File: src/rtl/pep_ks_ctrl_cmd_gen.sv
// Key-switch command generator: allocates batch slots for sequencer requests and
// expands each batch into COL_NB round-robin interleaved commands for the KS feed FIFO.
module pep_ks_ctrl_cmd_gen #(
    parameter int TOTAL_BATCH_NB   = 2,
    parameter int KS_BLOCK_COL_NB  = 4,
    parameter int BATCH_PBS_NB     = 8,
    parameter int TOTAL_PBS_NB     = 16,
    parameter int BATCH_NB         = TOTAL_BATCH_NB,
    parameter int COL_NB           = KS_BLOCK_COL_NB,
    parameter int PID_W            = $clog2(TOTAL_PBS_NB),
    parameter int BPBS_ID_W        = $clog2(BATCH_PBS_NB),
    parameter int TOTAL_BATCH_NB_W = (TOTAL_BATCH_NB > 1) ? $clog2(TOTAL_BATCH_NB) : 1,
    parameter int KS_LOOP_W        = (COL_NB > 1) ? $clog2(COL_NB) : 1,
    parameter int PROC_CMD_W       = TOTAL_BATCH_NB_W + BATCH_NB + PID_W + BPBS_ID_W + KS_LOOP_W
) (
    input  logic                        clk,
    input  logic                        a_rst,
    input  logic                        reset_cache,
    input  logic [PID_W-1:0]            seq_ks_first_pid,
    input  logic [BPBS_ID_W:0]          seq_ks_pbs_nb,
    input  logic                        seq_ks_vld,
    output logic                        seq_ks_rdy,
    output logic [TOTAL_BATCH_NB_W-1:0] seq_ks_batch_id,
    output logic [PROC_CMD_W-1:0]       ffifo_feed_pcmd,
    output logic                        ffifo_feed_vld,
    input  logic                        ffifo_feed_rdy,
    output logic                        batch_done,
    output logic [TOTAL_BATCH_NB_W-1:0] batch_done_id
);

    typedef struct packed {
        logic [TOTAL_BATCH_NB_W-1:0] batch_id;
        logic [BATCH_NB-1:0]         batch_id_1h;
        logic [PID_W-1:0]            first_pid;
        logic [BPBS_ID_W-1:0]        pbs_cnt_max;
        logic [KS_LOOP_W-1:0]        ks_loop;
    } proc_cmd_t;

    localparam logic [KS_LOOP_W-1:0]        LAST_COL  = KS_LOOP_W'(COL_NB - 1);
    localparam logic [TOTAL_BATCH_NB_W-1:0] LAST_SLOT = TOTAL_BATCH_NB_W'(BATCH_NB - 1);

    logic [BATCH_NB-1:0]         active_q, active_d;
    logic [BATCH_NB-1:0]         pend_q, pend_d;
    logic [PID_W-1:0]            pid_q  [BATCH_NB];
    logic [PID_W-1:0]            pid_d  [BATCH_NB];
    logic [BPBS_ID_W-1:0]        pmax_q [BATCH_NB];
    logic [BPBS_ID_W-1:0]        pmax_d [BATCH_NB];
    logic [KS_LOOP_W-1:0]        col_q  [BATCH_NB];
    logic [KS_LOOP_W-1:0]        col_d  [BATCH_NB];
    logic [TOTAL_BATCH_NB_W-1:0] rr_q, rr_d;
    logic                        out_vld_q, out_vld_d;
    proc_cmd_t                   out_cmd_q, out_cmd_d;
    logic                        done_q, done_d;
    logic [TOTAL_BATCH_NB_W-1:0] done_id_q, done_id_d;

    logic                        alloc_vld;
    logic [TOTAL_BATCH_NB_W-1:0] alloc_id;
    logic                        cand_vld;
    logic [TOTAL_BATCH_NB_W-1:0] cand_id;
    logic                        alloc, load_ok, issue, last_acc;

    // Lowest-index free slot; pending_free slots stay active so they are not reused early.
    always_comb begin
        alloc_vld = 1'b0;
        alloc_id  = '0;
        for (int i = BATCH_NB - 1; i >= 0; i--) begin
            if (!active_q[i]) begin
                alloc_vld = 1'b1;
                alloc_id  = TOTAL_BATCH_NB_W'(i);
            end
        end
    end

    // First issuable slot at or after the round-robin pointer.
    always_comb begin
        logic [TOTAL_BATCH_NB_W-1:0] idx;
        cand_vld = 1'b0;
        cand_id  = '0;
        idx      = '0;
        for (int k = 0; k < BATCH_NB; k++) begin
            idx = TOTAL_BATCH_NB_W'((int'(rr_q) + k) % BATCH_NB);
            if (!cand_vld && active_q[idx] && !pend_q[idx]) begin
                cand_vld = 1'b1;
                cand_id  = idx;
            end
        end
    end

    assign seq_ks_rdy      = alloc_vld && !reset_cache;
    assign seq_ks_batch_id = alloc_id;
    assign alloc           = seq_ks_vld && seq_ks_rdy;
    assign load_ok         = !out_vld_q || ffifo_feed_rdy;
    assign issue           = cand_vld && load_ok && !reset_cache;
    assign last_acc        = out_vld_q && ffifo_feed_rdy && (out_cmd_q.ks_loop == LAST_COL);

    always_comb begin
        active_d  = active_q;
        pend_d    = pend_q;
        pid_d     = pid_q;
        pmax_d    = pmax_q;
        col_d     = col_q;
        rr_d      = rr_q;
        out_vld_d = out_vld_q;
        out_cmd_d = out_cmd_q;
        done_d    = 1'b0;
        done_id_d = done_id_q;

        if (alloc) begin
            active_d[alloc_id] = 1'b1;
            pend_d[alloc_id]   = 1'b0;
            pid_d[alloc_id]    = seq_ks_first_pid;
            pmax_d[alloc_id]   = BPBS_ID_W'(seq_ks_pbs_nb - 1'b1);
            col_d[alloc_id]    = '0;
        end

        if (load_ok) begin
            out_vld_d = issue;
        end

        if (issue) begin
            out_cmd_d.batch_id    = cand_id;
            out_cmd_d.batch_id_1h = BATCH_NB'(1) << cand_id;
            out_cmd_d.first_pid   = pid_q[cand_id];
            out_cmd_d.pbs_cnt_max = pmax_q[cand_id];
            out_cmd_d.ks_loop     = col_q[cand_id];
            col_d[cand_id]        = col_q[cand_id] + KS_LOOP_W'(1);
            if (col_q[cand_id] == LAST_COL) begin
                pend_d[cand_id] = 1'b1;
            end
            rr_d = (cand_id == LAST_SLOT) ? '0 : cand_id + TOTAL_BATCH_NB_W'(1);
        end

        // The released slot is never the one being allocated: allocation saw it active.
        if (last_acc) begin
            active_d[out_cmd_q.batch_id] = 1'b0;
            pend_d[out_cmd_q.batch_id]   = 1'b0;
            done_d                       = 1'b1;
            done_id_d                    = out_cmd_q.batch_id;
        end

        if (reset_cache) begin
            active_d  = '0;
            pend_d    = '0;
            rr_d      = '0;
            out_vld_d = 1'b0;
            done_d    = 1'b0;
            done_id_d = done_id_q;
        end
    end

    always_ff @(posedge clk or posedge a_rst) begin
        if (a_rst) begin
            active_q  <= '0;
            pend_q    <= '0;
            rr_q      <= '0;
            out_vld_q <= 1'b0;
            out_cmd_q <= '0;
            done_q    <= 1'b0;
            done_id_q <= '0;
            for (int i = 0; i < BATCH_NB; i++) begin
                pid_q[i]  <= '0;
                pmax_q[i] <= '0;
                col_q[i]  <= '0;
            end
        end else begin
            active_q  <= active_d;
            pend_q    <= pend_d;
            rr_q      <= rr_d;
            out_vld_q <= out_vld_d;
            out_cmd_q <= out_cmd_d;
            done_q    <= done_d;
            done_id_q <= done_id_d;
            pid_q     <= pid_d;
            pmax_q    <= pmax_d;
            col_q     <= col_d;
        end
    end

    assign ffifo_feed_vld  = out_vld_q;
    assign ffifo_feed_pcmd = out_cmd_q;
    assign batch_done      = done_q;
    assign batch_done_id   = done_id_q;

endmodule

File: config.mk
export PLATFORM = sky130hd
export DESIGN_NAME = pep_ks_ctrl_cmd_gen
export DESIGN_NICKNAME = d
export VERILOG_FILES = /design/src/rtl/pep_ks_ctrl_cmd_gen.sv
export SDC_FILE = /design/constraint.sdc
export NUM_CORES = 1
export LEC_CHECK = 0
export CAP_MARGIN = 20
export CORE_UTILIZATION = 45
export DETAILED_ROUTE_END_ITERATION = 10
export DONT_BUFFER_PORTS = 1
export PLACE_DENSITY = 0.57
export RECOVER_POWER = 50
export SLEW_MARGIN = 15
export SYNTH_ARGS = -nofsm -noshare
export SYNTH_HDL_FRONTEND = slang
export SYNTH_SLANG_ARGS = --single-unit
File: constraint.sdc
create_clock -name clk -period 2 [get_ports clk]
set_input_delay 0.3 -clock clk [delete_from_list [all_inputs] [get_ports clk]]
set_output_delay 0.3 -clock clk [all_outputs]
set_load 0.1 [all_outputs]
==> results of run 1 <==
## worst reg2reg max path, stage by stage, from the launching register on
cell,delay (ps)
sky130_fd_sc_hd__dfrtp_1,420
sky130_fd_sc_hd__nor3b_2,230
sky130_fd_sc_hd__or2_4,180
sky130_fd_sc_hd__mux2_4,310
sky130_fd_sc_hd__ha_1,310
sky130_fd_sc_hd__and3_1,150
sky130_fd_sc_hd__a31o_2,200
## metal layers
| metal | part of all wire | vias to the layer above | GRT usage |
|---|---|---|---|
| li1 | - | 576 | - |
| met1 | 0.42 | 584 | 0.228 |
| met2 | 0.51 | 28 | 0.335 |
| met3 | 0.038 | 12 | 0.0423 |
| met4 | 0.032 | 0 | 0.105 |
| met5 | 0 | - | 0 |
## power groups by stage
stage / registers (mW) / logic [mW] / clock network (mW)
floorplan: 1.48 / 0.295 / 0
global placement: 0.990 / 0.968 / 0
detailed placement: 0.997 / 0.990 / 0
CTS: 0.981 / 0.997 / 0.412
global route: 1.00 / 1.03 / 0.445
finish: 0.981 / 0.976 / 0.401
## path summary, 6_finish.rpt
| check | end | slack, ps |
|---|---|---|
| hold reg to reg | pid_q[0]$_DFFE_PP0P_ | 490 |
| max in group asynchronous | pid_q[4]$_DFFE_PP0P_ | 620 |
| hold / removal | batch_done$_DFF_PP0_ | 30 |
| setup reg to reg | col_q[3]$_DFF_PP0_ | 90 |
| setup / recovery | col_q[3]$_DFF_PP0_ | 90 |
| min in group asynchronous | batch_done$_DFF_PP0_ | 460 |
## sequential cells by signal, summed over array words and instances, names as in the netlist
register / cells
rr_q: 1
pmax_q: 6
pend_q: 2
col_q: 4
active_q: 2
ffifo_feed_vld: 1
batch_done: 1
ffifo_feed_pcmd: 11
pid_q: 8
batch_done_id: 1
## cell usage in the layout (no fill, tap or decap), types with 2 or more instances in the layout
cell type,count
sky130_fd_sc_hd__a32oi_1,2
sky130_fd_sc_hd__dfrtp_1,36
sky130_fd_sc_hd__nand2_1,38
sky130_fd_sc_hd__clkbuf_4,5
sky130_fd_sc_hd__buf_4,17
sky130_fd_sc_hd__mux2_4,3
sky130_fd_sc_hd__mux2_2,7
sky130_fd_sc_hd__clkbuf_2,7
sky130_fd_sc_hd__mux2i_1,2
sky130_fd_sc_hd__clkbuf_1,2
sky130_fd_sc_hd__dlygate4sd3_1,3
sky130_fd_sc_hd__inv_1,4
sky130_fd_sc_hd__a21oi_1,2
sky130_fd_sc_hd__nor2_1,17
sky130_fd_sc_hd__nor2b_1,2
sky130_fd_sc_hd__o21ai_0,7
sky130_fd_sc_hd__a31oi_1,7
sky130_fd_sc_hd__ha_1,2
## cells by family (layout without fill, tap and decap cells)
logic type,count (synthesis),in the layout,synth area share
flops,37,37,0.570
xor+xnor,1,1,0.00539
fa+ha+maj,2,2,0.0154
compound gates,24,24,0.0955
buf+inv,12,40,0.0346
mux,12,12,0.0885
simple gates,68,68,0.191
## cell type report
cell class                      instances  area, sq um
Tap cell                               46         57.6
Multi-Input combinational cell        107          654
Sequential cell                        37          927
Clock buffer                            7         55.1
Inverter                                4         15.0
Fill cell                             295         1460
Timing Repair Buffer                   29          216
## per-stage QoR
stage / instance area, sq um / util / setup slack, ps / cells / hold WS [ps]
final: 1930 / 0.568 / 91.1 / 230 / 32.0
after CTS: 1930 / 0.571 / 12.3 / 227 / 11.5
after global routing: 1930 / 0.568 / 42.2 / 230 / 15.3
after floorplan: 1640 / - / 44.5 / 156 / 405
after detailed placement: 1860 / 0.549 / 42.2 / 218 / 323
after global placement: 1860 / 0.549 / 103 / 218 / 319
## timing repair
action,CTS,global route
endpoints found under the setup margin,0,1
setup buffers,0,2
hold endpoints to repair,17,1
hold buffers,2,1
==> flow_summary.html, run 1 <==
<table>
<tr><th>Metric</th><th>Value</th></tr>
<tr><th colspan="2">Run status</th></tr>
<tr><td>Status</td><td>finished, final reports clean</td></tr>
<tr><th colspan="2">Setup path</th></tr>
<tr><td>Capturing element type of the critical path</td><td>register</td></tr>
<tr><td>Setup CP Type</td><td>reg2reg</td></tr>
<tr><td>Ordered cell list for the critical path</td><td>nor3b_2 -&gt; or2_4 -&gt; mux2_4 -&gt; ha_1 -&gt; and3_1 -&gt; a31o_2</td></tr>
<tr><td>Reg-to-Reg Start</td><td>pend_q[0]$_DFF_PP0_</td></tr>
<tr><td>Arrival time reported for the critical path endpoint</td><td>approximately 2200 ps</td></tr>
<tr><td>Reg2reg path depth</td><td>6</td></tr>
<tr><td>Maximum fanout along the worst path</td><td>3</td></tr>
<tr><td>Required arrival time at the worst endpoint</td><td>2240 ps</td></tr>
<tr><td>Largest stage delay on the critical path</td><td>420 ps</td></tr>
<tr><td>Buffering stage count on the worst path with inverters included</td><td>0</td></tr>
<tr><td>Kind of cell adding the most delay to the critical path</td><td>simple AND/OR/NAND/NOR gates</td></tr>
<tr><td>Levels on crit path</td><td>6</td></tr>
<tr><td>Worst setup startpoint</td><td>pend_q[0]$_DFF_PP0_</td></tr>
<tr><td>Type of origin of the critical path</td><td>register</td></tr>
<tr><td>Critical Path Slowest Stage Cell</td><td>sky130_fd_sc_hd__dfrtp_1</td></tr>
<tr><th colspan="2">Job</th></tr>
<tr><td>Max_cap viols</td><td>0</td></tr>
<tr><th colspan="2">Detailed routing</th></tr>
<tr><td>Number of DRC markers in iteration 0</td><td>33</td></tr>
<tr><td>Detailed Route WL</td><td>around 3400 microns</td></tr>
<tr><td>DRC</td><td>0</td></tr>
<tr><td>Final ANT Viol Nets</td><td>0</td></tr>
<tr><td>Via count</td><td>1200</td></tr>
<tr><td>Post-detailed-route via-to-cell ratio</td><td>between 5 and 6</td></tr>
<tr><td>Detailed Routing Iterations Pass 1</td><td>4</td></tr>
<tr><td>Routed length per placed instance</td><td>approximately 15 microns</td></tr>
<tr><th colspan="2">Timing</th></tr>
<tr><td>Max transition margin</td><td>0.408</td></tr>
<tr><td>Count of final setup violators</td><td>0</td></tr>
<tr><td>Setup TNS Final</td><td>0 ps</td></tr>
<tr><td>Final number of hold-violating endpoints</td><td>0</td></tr>
<tr><td>Final period utilization</td><td>0.954</td></tr>
<tr><td>Final-report max-slew violation count</td><td>0</td></tr>
<tr><td>RSZ-0062 raised after global routing</td><td>no</td></tr>
<tr><td>Shortest clock period the worst path allows after layout</td><td>1910 ps</td></tr>
<tr><td>Clock tree skew after final layout</td><td>~7.3 ps</td></tr>
<tr><td>Slew at the pin with the worst max-slew slack</td><td>between 800 and 900 ps</td></tr>
<tr><td>Max Clk Rate</td><td>524 MHz</td></tr>
<tr><th colspan="2">Final layout</th></tr>
<tr><td>Share of post-route cells with drive strength above 1</td><td>0.266</td></tr>
<tr><td># diodes</td><td>0</td></tr>
<tr><td>Layout overhead on the synthesized area</td><td>18.5%</td></tr>
<tr><td>Nets</td><td>199</td></tr>
<tr><th colspan="2">Synth</th></tr>
<tr><td>Most instantiated flip-flop cell in the synthesis netlist</td><td>sky130_fd_sc_hd__dfrtp_1</td></tr>
<tr><td>Cell area after technology mapping</td><td>1630 sq um</td></tr>
<tr><td>Library cell with the largest summed area after synthesis</td><td>sky130_fd_sc_hd__dfrtp_1</td></tr>
<tr><td>Count of state elements after synthesis</td><td>37</td></tr>
<tr><td>Unique masters post-synth</td><td>32</td></tr>
<tr><td>Number of flops mapped to enable cells by yosys</td><td>0</td></tr>
<tr><td>Most used standard cell by instance count after synthesis</td><td>sky130_fd_sc_hd__nand2_1</td></tr>
<tr><td>Commonest cells in the synthesized netlist</td><td>sky130_fd_sc_hd__nand2_1 (38), sky130_fd_sc_hd__dfrtp_1 (37), sky130_fd_sc_hd__nor2_1 (17)</td></tr>
<tr><td>Average cell area after synthesis</td><td>between 10 and 15 sq um</td></tr>
<tr><td>Gate Count Post-Synth</td><td>156</td></tr>
<tr><td>Sequential-to-total area share from yosys stat</td><td>0.570</td></tr>
<tr><td>Share of Yosys cell area claimed by the top area cell type</td><td>0.570</td></tr>
<tr><td>Number of warnings issued by yosys</td><td>0</td></tr>
<tr><td>Fraction of registers with async set or reset after synthesis</td><td>1.00</td></tr>
<tr><td>Total nets after synthesis</td><td>171</td></tr>
<tr><td>Dominant cells by area after synthesis</td><td>sky130_fd_sc_hd__dfrtp_1 (57%), sky130_fd_sc_hd__nand2_1 (8.8%), sky130_fd_sc_hd__mux2_2 (4.8%), sky130_fd_sc_hd__nor2_1 (3.9%), sky130_fd_sc_hd__mux2_4 (2.8%)</td></tr>
<tr><th colspan="2">Power and ir drop</th></tr>
<tr><td>Peak supply drop</td><td>0.598 mV</td></tr>
<tr><td>Sequential Power Share</td><td>0.416</td></tr>
<tr><td>Power share of the clock group</td><td>0.170</td></tr>
<tr><td>Post-layout total power</td><td>2.36 mW</td></tr>
<tr><td>Total power divided by cell area</td><td>between 1000 and 1500 nW/um^2</td></tr>
<tr><td>Part of the total power dissipated in combinational logic</td><td>0.414</td></tr>
<tr><td>Fraction of power spent switching nets</td><td>0.445</td></tr>
<tr><td>Leakage dissipation</td><td>~0.94 nW</td></tr>
<tr><td>NetSw</td><td>approximately 1.0 mW</td></tr>
<tr><td>Internal power of the cells</td><td>~1.3 mW</td></tr>
<tr><th colspan="2">Global routing</th></tr>
<tr><td>Number of global-route vias before repair</td><td>roughly 1300</td></tr>
<tr><td>Initial antenna violation count</td><td>0</td></tr>
<tr><td>GRT overflow</td><td>0</td></tr>
<tr><td>Pin count of the biggest net entering global routing</td><td>22</td></tr>
<tr><td>Total GRT Usage</td><td>0.195</td></tr>
<tr><td>Global-route wire length before repair</td><td>between 5000 and 6000 microns</td></tr>
<tr><th colspan="2">Place</th></tr>
<tr><td>HPWL reported at the end of detailed placement</td><td>2390 microns</td></tr>
<tr><td>Count of buffers from port buffering</td><td>0</td></tr>
<tr><td>RePlAce Congestion</td><td>just over 0.7</td></tr>
<tr><th colspan="2">CTS</th></tr>
<tr><td>Buffer levels on the longest clock path</td><td>2</td></tr>
<tr><td>Clock Tree Root</td><td>sky130_fd_sc_hd__clkbuf_4</td></tr>
<tr><td>Clock insertion delay at the later pin of the skew report</td><td>340 ps</td></tr>
<tr><td>Clock-pin slew on the worst setup and hold paths</td><td>110 ps</td></tr>
<tr><td>CTS-repair resized insts</td><td>0</td></tr>
<tr><td>Number of buffers inserted during clock tree synthesis</td><td>5</td></tr>
<tr><td>Number of clock sinks</td><td>37</td></tr>
<tr><td>Total number of H-tree levels</td><td>2</td></tr>
<tr><td>TritonCTS clock tree</td><td>done</td></tr>
<tr><th colspan="2">Floorplanning</th></tr>
<tr><td>Area of the die</td><td>3860 sq um</td></tr>
<tr><td>Y dimension of the die</td><td>62.1 microns</td></tr>
<tr><td>DIE WIDTH</td><td>about 62 microns</td></tr>
<tr><td>Core outline area</td><td>between 3000 and 4000 sq um</td></tr>
<tr><td>FP Rows</td><td>21</td></tr>
<tr><td>Boundary pin count</td><td>30</td></tr>
<tr><td>Initial cell density of the core</td><td>0.480</td></tr>
<tr><th colspan="2">Worst hold path</th></tr>
<tr><td>Worst min-delay path class</td><td>in2reg</td></tr>
<tr><td>Worst hold path stage count</td><td>1</td></tr>
<tr><td>Start point of the worst min-delay path</td><td>reset_cache</td></tr>
</table>
(Power assumes the default switching activity.)
==> run 2: changes to the inputs <==
--- a/config.mk
+++ b/config.mk
@@ -9,7 +9,7 @@
 export CORE_UTILIZATION = 45
 export DETAILED_ROUTE_END_ITERATION = 10
 export DONT_BUFFER_PORTS = 1
-export PLACE_DENSITY = 0.57
+export PLACE_DENSITY = 0.59
 export RECOVER_POWER = 50
 export SLEW_MARGIN = 15
 export SYNTH_ARGS = -nofsm -noshare
==> constraint.sdc (replaced) <==
create_clock -name clk -period 1.7 [get_ports clk]
set_input_delay 0.255 -clock clk [delete_from_list [all_inputs] [get_ports clk]]
set_output_delay 0.255 -clock clk [all_outputs]
set_load 0.1 [all_outputs]
==> run 2 against run 1 <==
The run now ends with setup timing left; utilization grew 4.9 points; global-route usage grew 0.72 points; clock-buffer cell count grew 1; routed wire length shrank 0.42%; cell count grew 5.2%; register-to-register slack lost 190 ps; critical path type unchanged.
==> flow_summary.html, run 2 (synthesis gave the netlist of run 1 again) <==
<table>
<tr><th>Metric</th><th>Value</th></tr>
<tr><th colspan="2">Place</th></tr>
<tr><td>RePlAce Congestion</td><td>0.751</td></tr>
<tr><td>Count of buffers from port buffering</td><td>0</td></tr>
<tr><td>Post-Place Cell Area</td><td>1920 sq um</td></tr>
<tr><td>HPWL reported at the end of detailed placement</td><td>2280 microns</td></tr>
<tr><td>Setup Slack @ Placement</td><td>-104 ps</td></tr>
<tr><th colspan="2">Timing</th></tr>
<tr><td>Final number of hold-violating endpoints</td><td>0</td></tr>
<tr><td>Clock tree skew after final layout</td><td>7.77 ps</td></tr>
<tr><td>Setup TNS Final</td><td>-94.2 ps</td></tr>
<tr><td>Shortest clock period the worst path allows after layout</td><td>between 1500 and 2000 ps</td></tr>
<tr><td>Final-report max-slew violation count</td><td>0</td></tr>
<tr><td>Count of final setup violators</td><td>1</td></tr>
<tr><td>Final setup slack of the worst path</td><td>-94.2 ps</td></tr>
<tr><td>Slew at the pin with the worst max-slew slack</td><td>919 ps</td></tr>
<tr><td>Final period utilization</td><td>1.06</td></tr>
<tr><td>Max Clk Rate</td><td>roughly 560 MHz</td></tr>
<tr><td>RSZ-0062 raised after global routing</td><td>yes</td></tr>
<tr><td>Max transition margin</td><td>0.387</td></tr>
<tr><th colspan="2">CTS</th></tr>
<tr><td>Buffer levels on the longest clock path</td><td>2</td></tr>
<tr><td>Number of clock sinks</td><td>37</td></tr>
<tr><td>TritonCTS clock tree</td><td>done</td></tr>
<tr><td>Clock Tree Root</td><td>sky130_fd_sc_hd__clkbuf_4</td></tr>
<tr><td>Clock insertion delay at the later pin of the skew report</td><td>340 ps</td></tr>
<tr><td>Total number of H-tree levels</td><td>2</td></tr>
<tr><td>Clock-pin slew on the worst setup and hold paths</td><td>around 100 ps</td></tr>
<tr><td>Number of buffers inserted during clock tree synthesis</td><td>5</td></tr>
<tr><th colspan="2">Detailed routing</th></tr>
<tr><td>DRC</td><td>0</td></tr>
<tr><td>Final ANT Viol Nets</td><td>0</td></tr>
<tr><td>Post-detailed-route via-to-cell ratio</td><td>5.02</td></tr>
<tr><td>Detailed Route WL</td><td>3360 microns</td></tr>
<tr><td>Detailed Routing Iterations Pass 1</td><td>4</td></tr>
<tr><td>Routed length per placed instance</td><td>13.9 microns</td></tr>
<tr><td>Number of DRC markers in iteration 0</td><td>50</td></tr>
<tr><td>Via count</td><td>1214</td></tr>
<tr><th colspan="2">Final layout</th></tr>
<tr><td># diodes</td><td>0</td></tr>
<tr><td>Layout overhead on the synthesized area</td><td>28.7%</td></tr>
<tr><td>Number of filler cells placed in the layout</td><td>between 200 and 300</td></tr>
<tr><td>Nets</td><td>between 200 and 250</td></tr>
<tr><td>Most common cell after layout, fill and taps aside</td><td>sky130_fd_sc_hd__nand2_1</td></tr>
<tr><td>Number of flip-flops in the largest register</td><td>11</td></tr>
<tr><td>Share of post-route cells with drive strength above 1</td><td>0.342</td></tr>
<tr><td>Finished layout cell area</td><td>2090 sq um</td></tr>
<tr><td>Commonest cells after routing, fill and taps aside</td><td>sky130_fd_sc_hd__nand2_1 (38), sky130_fd_sc_hd__dfrtp_1 (32), sky130_fd_sc_hd__buf_4 (30)</td></tr>
<tr><th colspan="2">Run status</th></tr>
<tr><td>Failing checks</td><td>setup timing</td></tr>
<tr><td>Status</td><td>finished with violations</td></tr>
<tr><th colspan="2">Global routing</th></tr>
<tr><td>GRT overflow</td><td>0</td></tr>
<tr><td>Initial antenna violation count</td><td>0</td></tr>
<tr><td>Global-route wire length before repair</td><td>around 6000 microns</td></tr>
<tr><td>Pin count of the biggest net entering global routing</td><td>38</td></tr>
<tr><td>Number of global-route vias before repair</td><td>1290</td></tr>
<tr><td>Total GRT Usage</td><td>0.203</td></tr>
<tr><th colspan="2">Floorplanning</th></tr>
<tr><td>FP Rows</td><td>21</td></tr>
<tr><td>DIE WIDTH</td><td>62.1 microns</td></tr>
<tr><td>Initial cell density of the core</td><td>0.480</td></tr>
<tr><td>Boundary pin count</td><td>30</td></tr>
<tr><td>Area of the die</td><td>about 3900 sq um</td></tr>
<tr><td>Y dimension of the die</td><td>62.1 microns</td></tr>
<tr><td>Core outline area</td><td>3390 sq um</td></tr>
<tr><th colspan="2">Setup path</th></tr>
<tr><td>Setup slack of the most critical reg-to-reg path</td><td>-90 ps</td></tr>
<tr><td>Arrival time reported for the critical path endpoint</td><td>2040 ps</td></tr>
<tr><td>Capturing element type of the critical path</td><td>register</td></tr>
<tr><td>Type of origin of the critical path</td><td>register</td></tr>
<tr><td>Reg2reg path depth</td><td>6</td></tr>
<tr><td>Required arrival time at the worst endpoint</td><td>1940 ps</td></tr>
<tr><td>Capture instance of the worst register-to-register path</td><td>col_q[3]$_DFF_PP0_</td></tr>
<tr><td>Maximum fanout along the worst path</td><td>3</td></tr>
<tr><td>Setup CP Type</td><td>reg2reg</td></tr>
<tr><td>Reg-to-Reg Start</td><td>pend_q[1]$_DFF_PP0_</td></tr>
<tr><th colspan="2">Job</th></tr>
<tr><td>Max_cap viols</td><td>0</td></tr>
<tr><th colspan="2">Power and ir drop</th></tr>
<tr><td>Peak supply drop</td><td>0.606 mV</td></tr>
<tr><td>Leakage dissipation</td><td>between 0.9 and 1 nW</td></tr>
<tr><td>Post-layout total power</td><td>2.85 mW</td></tr>
<tr><td>Total power divided by cell area</td><td>1360 nW/um^2</td></tr>
<tr><th colspan="2">Worst hold path</th></tr>
<tr><td>Sink of the worst hold path</td><td>pid_q[2]$_DFFE_PP0P_</td></tr>
<tr><td>Worst hold path stage count</td><td>2</td></tr>
<tr><td>Worst min-delay path class</td><td>in2reg</td></tr>
<tr><td>Start point of the worst min-delay path</td><td>seq_ks_first_pid[2]</td></tr>
</table>
==> run 2: through the flow <==
| step | hold WS (ps) | utilization | cells |
|---|---|---|---|
| 4_1_cts | 2.95 | 0.602 | 238 |
| 3_5_place_dp | 288 | 0.567 | 224 |
| 5_1_grt | 8.19 | 0.617 | 242 |
| 6_report | 28.5 | 0.617 | 242 |
| 3_3_place_gp | 274 | 0.567 | 224 |
| 2_1_floorplan | 360 | - | 156 |
==> run 2: how the worst max path moves through the flow <==
stage	from	endpoint	slack, ps	cells after the start
2_1_floorplan	active_q[0]$_DFF_PP0_	col_q[3]$_DFF_PP0_	-110	6
3_3_place_gp	pend_q[1]$_DFF_PP0_	col_q[3]$_DFF_PP0_	-70	6
3_5_place_dp	pend_q[0]$_DFF_PP0_	col_q[3]$_DFF_PP0_	-100	6
4_1_cts	active_q[0]$_DFF_PP0_	col_q[3]$_DFF_PP0_	-110	6
5_1_grt	pend_q[0]$_DFF_PP0_	col_q[3]$_DFF_PP0_	-140	6
6_report	pend_q[1]$_DFF_PP0_	col_q[3]$_DFF_PP0_	-90	6
==> run 2: what timing repair did <==
item,CTS,global route
pin swaps,3,1
gates resized for setup,3,5
setup buffers,2,3
endpoints found under the setup margin,1,10
hold endpoints to repair,42,1
hold buffers,4,1
==> run 2: worst max-delay path, stage by stage, from the launching register on <==
cell,delay (ps)
sky130_fd_sc_hd__dfrtp_1,390
sky130_fd_sc_hd__nand2b_4,140
sky130_fd_sc_hd__or2_4,260
sky130_fd_sc_hd__mux2_4,320
sky130_fd_sc_hd__ha_4,250
sky130_fd_sc_hd__and3_4,140
sky130_fd_sc_hd__a31o_4,190
==> run 2: cell type report <==
cell class | count | area [sq um] | share of cell area
multi-input cells | 107 | 699 | 0.334
clock buffers | 8 | 48.8 | 0.0233
repair buffers | 40 | 337 | 0.161
inverters | 4 | 15.0 | 0.00718
flip-flops and latches | 37 | 935 | 0.447
well taps | 46 | 57.6 | 0.0275
==> run 2: per-layer routing <==
metal  part of all wire  global-route usage  routed length, microns
met5                  0                   0                       0
met4              0.015              0.0785                      50
met3              0.051              0.0625                     172
met2               0.48               0.332                    1620
met1               0.45               0.250                    1510
==> run 2: report_power, final <==
group          leakage [nW]  switching [mW]  total (mW)  internal, mW
clock network        0.0265           0.278       0.443         0.165
registers             0.452          0.0969        1.16          1.07
logic                 0.514           0.882        1.24         0.358
total                 0.993            1.26        2.85          1.59
